## src/rtl/pc_sequencer_pkg.sv

```systemverilog
// Shared core definitions for the fetch-stage PC sequencer.
// Latency: n/a (types and constants only).
// Backpressure: n/a.
package pc_sequencer_pkg;

    localparam int XLEN = 32;

    // Every instruction is one 32-bit word.
    localparam logic [XLEN-1:0] INSN_BYTES = 32'd4;

    localparam logic [XLEN-1:0] DEFAULT_RESET_PC = 32'h0000_0000;
    localparam logic [XLEN-1:0] DEFAULT_TRAP_VEC = 32'h0000_0080;

    typedef enum logic [1:0] {
        ST_BOOT,
        ST_RUN,
        ST_HALT
    } seq_state_t;

endpackage

```

## src/rtl/pc_next_mux.sv

```systemverilog
// Priority select of the next PC: trap > branch > jump > sequential > hold.
// Latency: purely combinational.
// Backpressure: none; acceptance arrives already qualified by stall/imem_ready.
module pc_next_mux
    import pc_sequencer_pkg::*;
#(
    parameter logic [XLEN-1:0] TRAP_VEC = DEFAULT_TRAP_VEC
) (
    input  logic [XLEN-1:0] pc,
    input  logic            trap_en,
    input  logic            br_en,
    input  logic [XLEN-1:0] br_target,
    input  logic            jmp_en,
    input  logic [XLEN-1:0] jmp_target,
    input  logic            accept,
    output logic [XLEN-1:0] pc_nxt,
    output logic            redirect
);

    // Older instructions win: trap, then EX-stage branch, then ID-stage jump.
    always_comb begin
        pc_nxt   = pc;
        redirect = 1'b0;
        if (trap_en) begin
            pc_nxt   = TRAP_VEC;
            redirect = 1'b1;
        end else if (br_en) begin
            pc_nxt   = br_target;
            redirect = 1'b1;
        end else if (jmp_en) begin
            pc_nxt   = jmp_target;
            redirect = 1'b1;
        end else if (accept) begin
            pc_nxt   = pc + INSN_BYTES;
        end
    end

endmodule

```

## src/rtl/pc_sequencer.sv

```systemverilog
// Fetch-stage PC owner: sequential fetch, branch/jump/trap redirect, halt.
// Latency: redirect target and flush appear on pc the cycle after sampling.
// Backpressure: stall or !imem_ready holds pc; redirects override both.
module pc_sequencer
    import pc_sequencer_pkg::*;
#(
    parameter logic [XLEN-1:0] RESET_PC = DEFAULT_RESET_PC,
    parameter logic [XLEN-1:0] TRAP_VEC = DEFAULT_TRAP_VEC
) (
    input  logic            clk,
    input  logic            rst_n,
    input  logic            stall,
    input  logic            br_taken,
    input  logic [XLEN-1:0] br_target,
    input  logic            jmp,
    input  logic [XLEN-1:0] jmp_target,
    input  logic            trap,
    input  logic            halt_req,
    input  logic            imem_ready,
    output logic [XLEN-1:0] pc,
    output logic            imem_req,
    output logic            if_valid,
    output logic            flush,
    output logic            halted,
    output logic [XLEN-1:0] fetch_cnt
);

    seq_state_t      state_q;
    seq_state_t      state_d;
    logic [XLEN-1:0] pc_q;
    logic [XLEN-1:0] pc_nxt;
    logic            if_valid_q;
    logic            flush_q;
    logic [XLEN-1:0] fetch_cnt_q;
    logic            accept;
    logic            redirect;
    logic            trap_en;
    logic            br_en;
    logic            jmp_en;

    // Traps are honoured in RUN and HALT; branch/jump only while running.
    assign trap_en  = trap & (state_q != ST_BOOT);
    assign br_en    = br_taken & (state_q == ST_RUN);
    assign jmp_en   = jmp & (state_q == ST_RUN);

    // Request is combinational from state and stall so a stall bites immediately.
    assign imem_req = (state_q == ST_RUN) & ~stall;
    assign accept   = imem_req & imem_ready;

    pc_next_mux #(
        .TRAP_VEC (TRAP_VEC)
    ) u_next_mux (
        .pc         (pc_q),
        .trap_en    (trap_en),
        .br_en      (br_en),
        .br_target  (br_target),
        .jmp_en     (jmp_en),
        .jmp_target (jmp_target),
        .accept     (accept),
        .pc_nxt     (pc_nxt),
        .redirect   (redirect)
    );

    // State register.
    always_ff @(posedge clk or negedge rst_n) begin
        if (!rst_n) begin
            state_q <= ST_BOOT;
        end else begin
            state_q <= state_d;
        end
    end

    // Next state: any redirect keeps or returns us to RUN, beating halt_req.
    always_comb begin
        state_d = state_q;
        halted  = 1'b0;
        case (state_q)
            ST_BOOT: state_d = ST_RUN;
            ST_RUN: begin
                if (!(trap_en | br_en | jmp_en) && halt_req) begin
                    state_d = ST_HALT;
                end
            end
            ST_HALT: begin
                halted = 1'b1;
                if (trap_en) begin
                    state_d = ST_RUN;
                end
            end
            default: state_d = ST_BOOT;
        endcase
    end

    // PC, fetch qualifier, flush pulse and accepted-fetch counter.
    always_ff @(posedge clk or negedge rst_n) begin
        if (!rst_n) begin
            pc_q        <= RESET_PC;
            if_valid_q  <= 1'b0;
            flush_q     <= 1'b0;
            fetch_cnt_q <= '0;
        end else begin
            pc_q       <= pc_nxt;
            // A redirect in the same cycle squashes the fetch it overlaps.
            if_valid_q <= accept & ~redirect;
            flush_q    <= redirect;
            if (accept) begin
                fetch_cnt_q <= fetch_cnt_q + 32'd1;
            end
        end
    end

    assign pc        = pc_q;
    assign if_valid  = if_valid_q;
    assign flush     = flush_q;
    assign fetch_cnt = fetch_cnt_q;

endmodule
```

## config.mk

```make
export PLATFORM = sky130hd
export DESIGN_NAME = pc_sequencer
export DESIGN_NICKNAME = d
export VERILOG_FILES = /design/src/rtl/pc_sequencer_pkg.sv /design/src/rtl/pc_next_mux.sv /design/src/rtl/pc_sequencer.sv
export SDC_FILE = /design/constraint.sdc
export NUM_CORES = 1
export LEC_CHECK = 0
export CELL_PAD_IN_SITES_DETAIL_PLACEMENT = 0
export CELL_PAD_IN_SITES_GLOBAL_PLACEMENT = 1
export CORE_MARGIN = 1.5
export CORE_UTILIZATION = 25
export DETAILED_ROUTE_END_ITERATION = 7
export PLACE_DENSITY = 0.72
export SLEW_MARGIN = 20
export SYNTH_ARGS = -nofsm -noshare
export SYNTH_HDL_FRONTEND = slang
export SYNTH_SLANG_ARGS = --single-unit
```

## constraint.sdc

```tcl
create_clock -name clk -period 5.1 [get_ports clk]
set_clock_uncertainty 0.05 [all_clocks]
set_input_delay 0.51 -clock clk [delete_from_list [all_inputs] [get_ports clk]]
set_output_delay 0.51 -clock clk [all_outputs]
set_load 0.1 [all_outputs]
```

Word level (Yosys, flattened, before mapping):

Index checks and enable logic that the tools add are counted.

* flip-flop bits (word level): 68
* input bits: 72
* output and inout bits: 68
* word-level logic and storage cells: 38

* $add $sub $neg: 2
* equality and inequality tests: 4
* muxes and demuxes: 11
* bitwise operators: 10
* reduce and logical (&&, ||, !) cells: 6

Operators by type and width (count)
* 32-bit 2-to-1 mux: 4
* 32-bit by 1-bit adder with 32-bit output (second input constant): 1
* 32-bit by 3-bit adder with 32-bit output (second input constant): 1
* 1-bit bitwise AND: 6
* 2-bit case mux with 3 select lines: 1
* 1-bit 2-to-1 mux: 4
* 2-bit 2-to-1 mux: 2
* 4-bit nonzero test: 1
* 2-bit by 1-bit == test with 1-bit output (second input constant): 1
* 2-bit == test (second input constant): 1
* 2-bit logical NOT: 1
* 2-bit by 1-bit inequality test with 1-bit output (second input constant): 1
* 2-bit inequality test (second input constant): 1
* 1-bit NOT: 2
* 1-bit bitwise OR: 2
* 2-bit AND reduction: 1
* 2-bit nonzero test: 1
* 1-bit logical AND: 1
* 1-bit logical NOT: 1

Longest topological paths before layout:

* depth after elaboration: 8
* mapped depth: 8

Cells and area by module:

From an unflattened synthesis, not the netlist that was laid out.

* cells, all modules: 385
* area, all modules: 3863.7 um^2

By module, submodules not included
* pc_sequencer: instances 1, cells each 186, area an instance 2608.8 um^2, seq. area each 1701.6 um^2
* pc_next_mux: instances 1, cells each 199, area an instance 1255.0 um^2, seq. area each 0.0 um^2

Worst setup path before layout:

Ideal clock, no wire load.

* path kind: register -> register
* from: reg pc_q[2] (netlist: pc[2])
* to: reg pc_q[18] (netlist: pc[18])
* setup time: 0.067 ns
* arrival: 2.465 ns
* setup slack: 2.518 ns
* cell stages (with the launch flop): 8
* path buffers: 1
* clock period less this slack: 2.582 ns
* cells stage by stage: dfrtp_1 -> ha_1 -> and4_1 -> buf_4 -> nand3_4 -> or4_1 -> a21oi_1 -> a21o_1

* cells in the longest elaborated chain, start to end: 5

Ends and longest elaborated chain
* start: declaration: RTL line pc_sequencer.sv:30 `logic [XLEN-1:0] pc_q;`
* start signal: assignment: RTL line pc_sequencer.sv:102 `pc_q <= pc_nxt;`
* 32-bit by 3-bit adder with 32-bit output: RTL line pc_next_mux.sv:34 `pc_nxt = pc + INSN_BYTES;`
* 32-bit 2-to-1 mux: RTL line pc_next_mux.sv:33 `end else if (accept) begin`
* 32-bit 2-to-1 mux: RTL line pc_next_mux.sv:30 `end else if (jmp_en) begin`
* 32-bit 2-to-1 mux: RTL line pc_next_mux.sv:27 `end else if (br_en) begin`
* 32-bit 2-to-1 mux: RTL line pc_next_mux.sv:24 `if (trap_en) begin`

No other way between the ends. The select of a mux whose other input is x is not followed.
A chain may end at the register's enable or synchronous reset.

Final worst setup path:

* from: reg state_q[1]
* to: out imem_req

* cells in the longest elaborated chain, start to end: 2

Ends and longest elaborated chain
* start: declaration: RTL line pc_sequencer.sv:28 `seq_state_t state_q;`
* start signal: assignment: RTL line pc_sequencer.sv:69 `state_q <= state_d;`
* 2-bit by 1-bit == test with 1-bit output: RTL line pc_sequencer.sv:47 `assign imem_req = (state_q == ST_RUN) & ~stall;`
* 1-bit bitwise AND: RTL line pc_sequencer.sv:47
* end: declaration: RTL line pc_sequencer.sv:21 `output logic imem_req,`

No other way between the ends.

==> qor.yml <==
die-height_um: 130
max_freq_ghz: 0.339
finalMaxSlewViolations: 0
power.density_mw_per_mm2: 569
cp_num_buf_inv: 1
rsz0062_at_grt: "no"
post-route-period-util_pct: 57.9
required_ps: 4540
pin_count: 140
grt_max_degree: 65
drc: 0
peakVddDrop_uv: 442
cts_tree: "yes"
cellLeakagePower_nw: 2.32
wl_um: 13600
drt-pass1-iter-count: 4
synthCells: 422
cts_inserted_buffers: 9
min_period_ps: 2950
rows: 46
reg2reg_slack_ps: 2670
layout.nets: 629
crit_fanout: 11
synthesis.area_mm2: 0.00406
async_flop_share_pct: 100
clock_latency_ps: 330
cts_root_buf: "clkbuf_16"
met1_usage_pct: 20.8
use_met3_pct: 3.99
vias: 3933
syn_nets: 496
synth_cell_types: 63
worstSetupPathType: "flop to primary output"
wl_per_cell_um: 17.6
avgSynthCellArea_um2: 9.62
seq_area_frac_synth_pct: 41.9
die_w_um: 130
cp_top_family: "buffers and inverters"
cp_slowest_cell: "clkdlybuf4s50_1"
ant_nets: 0
ys.flop_type: "dfrtp_1"
place_hpwl_um: 9860
antenna_found_initial: 0
final_area_mm2: 0.00596
cts_setup_buffers: 0
grt.overflow.total: 0
synth_warnings: 0
cp.arrival_ps: 2390
die_area_mm2: 0.0170
clockBufferDepth: 2
area_delta_synth_final_pct: 47.0
gp_congestion: 0.801
clkSlewWorstSetupHoldPaths_ps: 60
setup_ws_ps: 2150
grtUsageTotal_pct: 16.2
cts_sinks: 68
initial_core_util_pct: 25.5
post-place-ws_ps: 2000
startpoint_type: "flop"
synth_edf_count: 0
endpoint_kind: "primary output"
place_area_mm2: 0.00564
hold_viol_final: 0
max_slew.worst_pin.slew_ps: 1030
cap_violations: 0
core-area_mm2: 0.0159
grt_pass1_vias: 3883
grtUsageMet2_pct: 27.0
hold_path_class: "flop to flop"
grt_pass1_wl_um: 21100
slew_headroom_pct: 30.9
port_buffers: 139
critical_path.max_stage_delay_ps: 1140
drive_gt1_share_pct: 6.07
yosys_register_bits: 68
first_iter_violations: 191
top_usage_layer: "met2"
htree_levels: 3
status: "completed"
cts_resized: 0
n_antenna_cell: 0
tns_ps: 0
vias_per_cell: 5.07
crit_chain: "nand2b_1, nor2_1, clkdlybuf4s50_1"
setup_viol: 0
-- metal layers --
layer	vias to the layer above	routed length [um]	part of all wire (%)
met2	152	6450	47
met5	-	0	0
met4	0	167	1.2
li1	1856	-	-
met3	16	915	6.7
met1	1909	6100	45
-- kinds of logic after synthesis --
group,after synthesis,synth area share [%]
AOI/OAI and AO/OA,110,20.4
xor gates and xnor gates,40,8.63
and+or+nand+nor,164,23.4
adders and majority gates,2,0.617
DFF,68,41.9
muxes,5,1.30
buffers and inverters,33,3.79
-- power by group --
group / switching (mW) / internal (mW) / leakage [nW]
combinational: 1.36 / 0.484 / 1.27
clock: 0.245 / 0.428 / 0.149
sequential: 0.203 / 0.670 / 0.908
-- cell usage after synthesis, types with 4 or more instances --
master     count  area [um^2]
nand2b_1       4         25.0
nor3_1        14         70.1
nand2_1       35          131
a221o_1        8         80.1
nand3_1       22          110
a21oi_1        8         40.0
a211o_1        5         43.8
nor2_1        23         86.3
a22oi_1       10         75.1
o221ai_1      14          123
inv_1          9         33.8
o2bb2ai_1      6         52.6
buf_2         12         60.1
a22o_1         4         35.0
nand3b_1       5         37.5
and4_1         8         70.1
nand4_1       17          106
o21ai_0       14         70.1
buf_4          4         30.0
dfrtp_1       68         1700
clkbuf_1       6         22.5
o21ai_1        7         35.0
a211oi_1       7         52.6
xnor2_1       28          245
and3_1        10         62.6
a21o_1         4         30.0
xor2_1        12          105
o22a_1         4         35.0
-- path summary, 6_finish.rpt --
| check | cells after the start | from | to |
|---|---|---|---|
| max in group asynchronous | 3 | rst_n | state_q[0] |
| worst min register to register | 1 | fetch_cnt[31] | fetch_cnt[31] |
| min in group asynchronous | 2 | rst_n | fetch_cnt[25] |
| worst max register to register | 5 | pc[8] | pc[21] |
| worst max-delay path | 3 | state_q[1] | imem_req |
| worst min-delay path | 1 | fetch_cnt[31] | fetch_cnt[31] |
-- cells in the final DEF, fill, tap and decap left out, types with 12 or more instances in the layout --
cell	synthesis	layout
clkdlybuf4s50_1	0	138
dfrtp_1	68	68
nand2_1	35	35
xnor2_1	28	28
nor2_1	23	23
nand3_1	22	22
nand4_1	17	17
o21ai_0	14	14
nor3_1	14	14
o221ai_1	14	14
xor2_1	12	12
-- final cells by class --
cell class                      instances  area, um^2
Timing Repair Buffer                  145        1430
Tap cell                              216         270
Sequential cell                        68        1700
Clock inverter                          6        88.8
Fill cell                            1600        9920
Multi-Input combinational cell        321        2200
Clock buffer                           10         229
Inverter                               10        37.5
-- registers in the layout, indices dropped and copies added, names as in the netlist --
| register | cells |
|---|---|
| pc | 32 |
| fetch_cnt | 32 |
| state_q | 2 |
| if_valid | 1 |
| flush | 1 |
-- repair_timing --
item                       in CTS  in global routing
setup endpoints to repair       0                  0
hold endpoints to repair        4                  0
hold buffers                    1                  0
-- metrics by stage --
step / util, % / hold slack, ps / std cells / total power [mW]
floorplan: - / 164 / 422 / 2.21
global placement: 35.5 / 268 / 759 / 2.71
detailed placement: 35.5 / 271 / 759 / 2.73
CTS: 37.5 / 446 / 776 / 3.42
global route: 37.5 / 459 / 776 / 3.55
finish: 37.5 / 440 / 776 / 3.39
No activity file was read; power rests on OpenSTA's default activity.
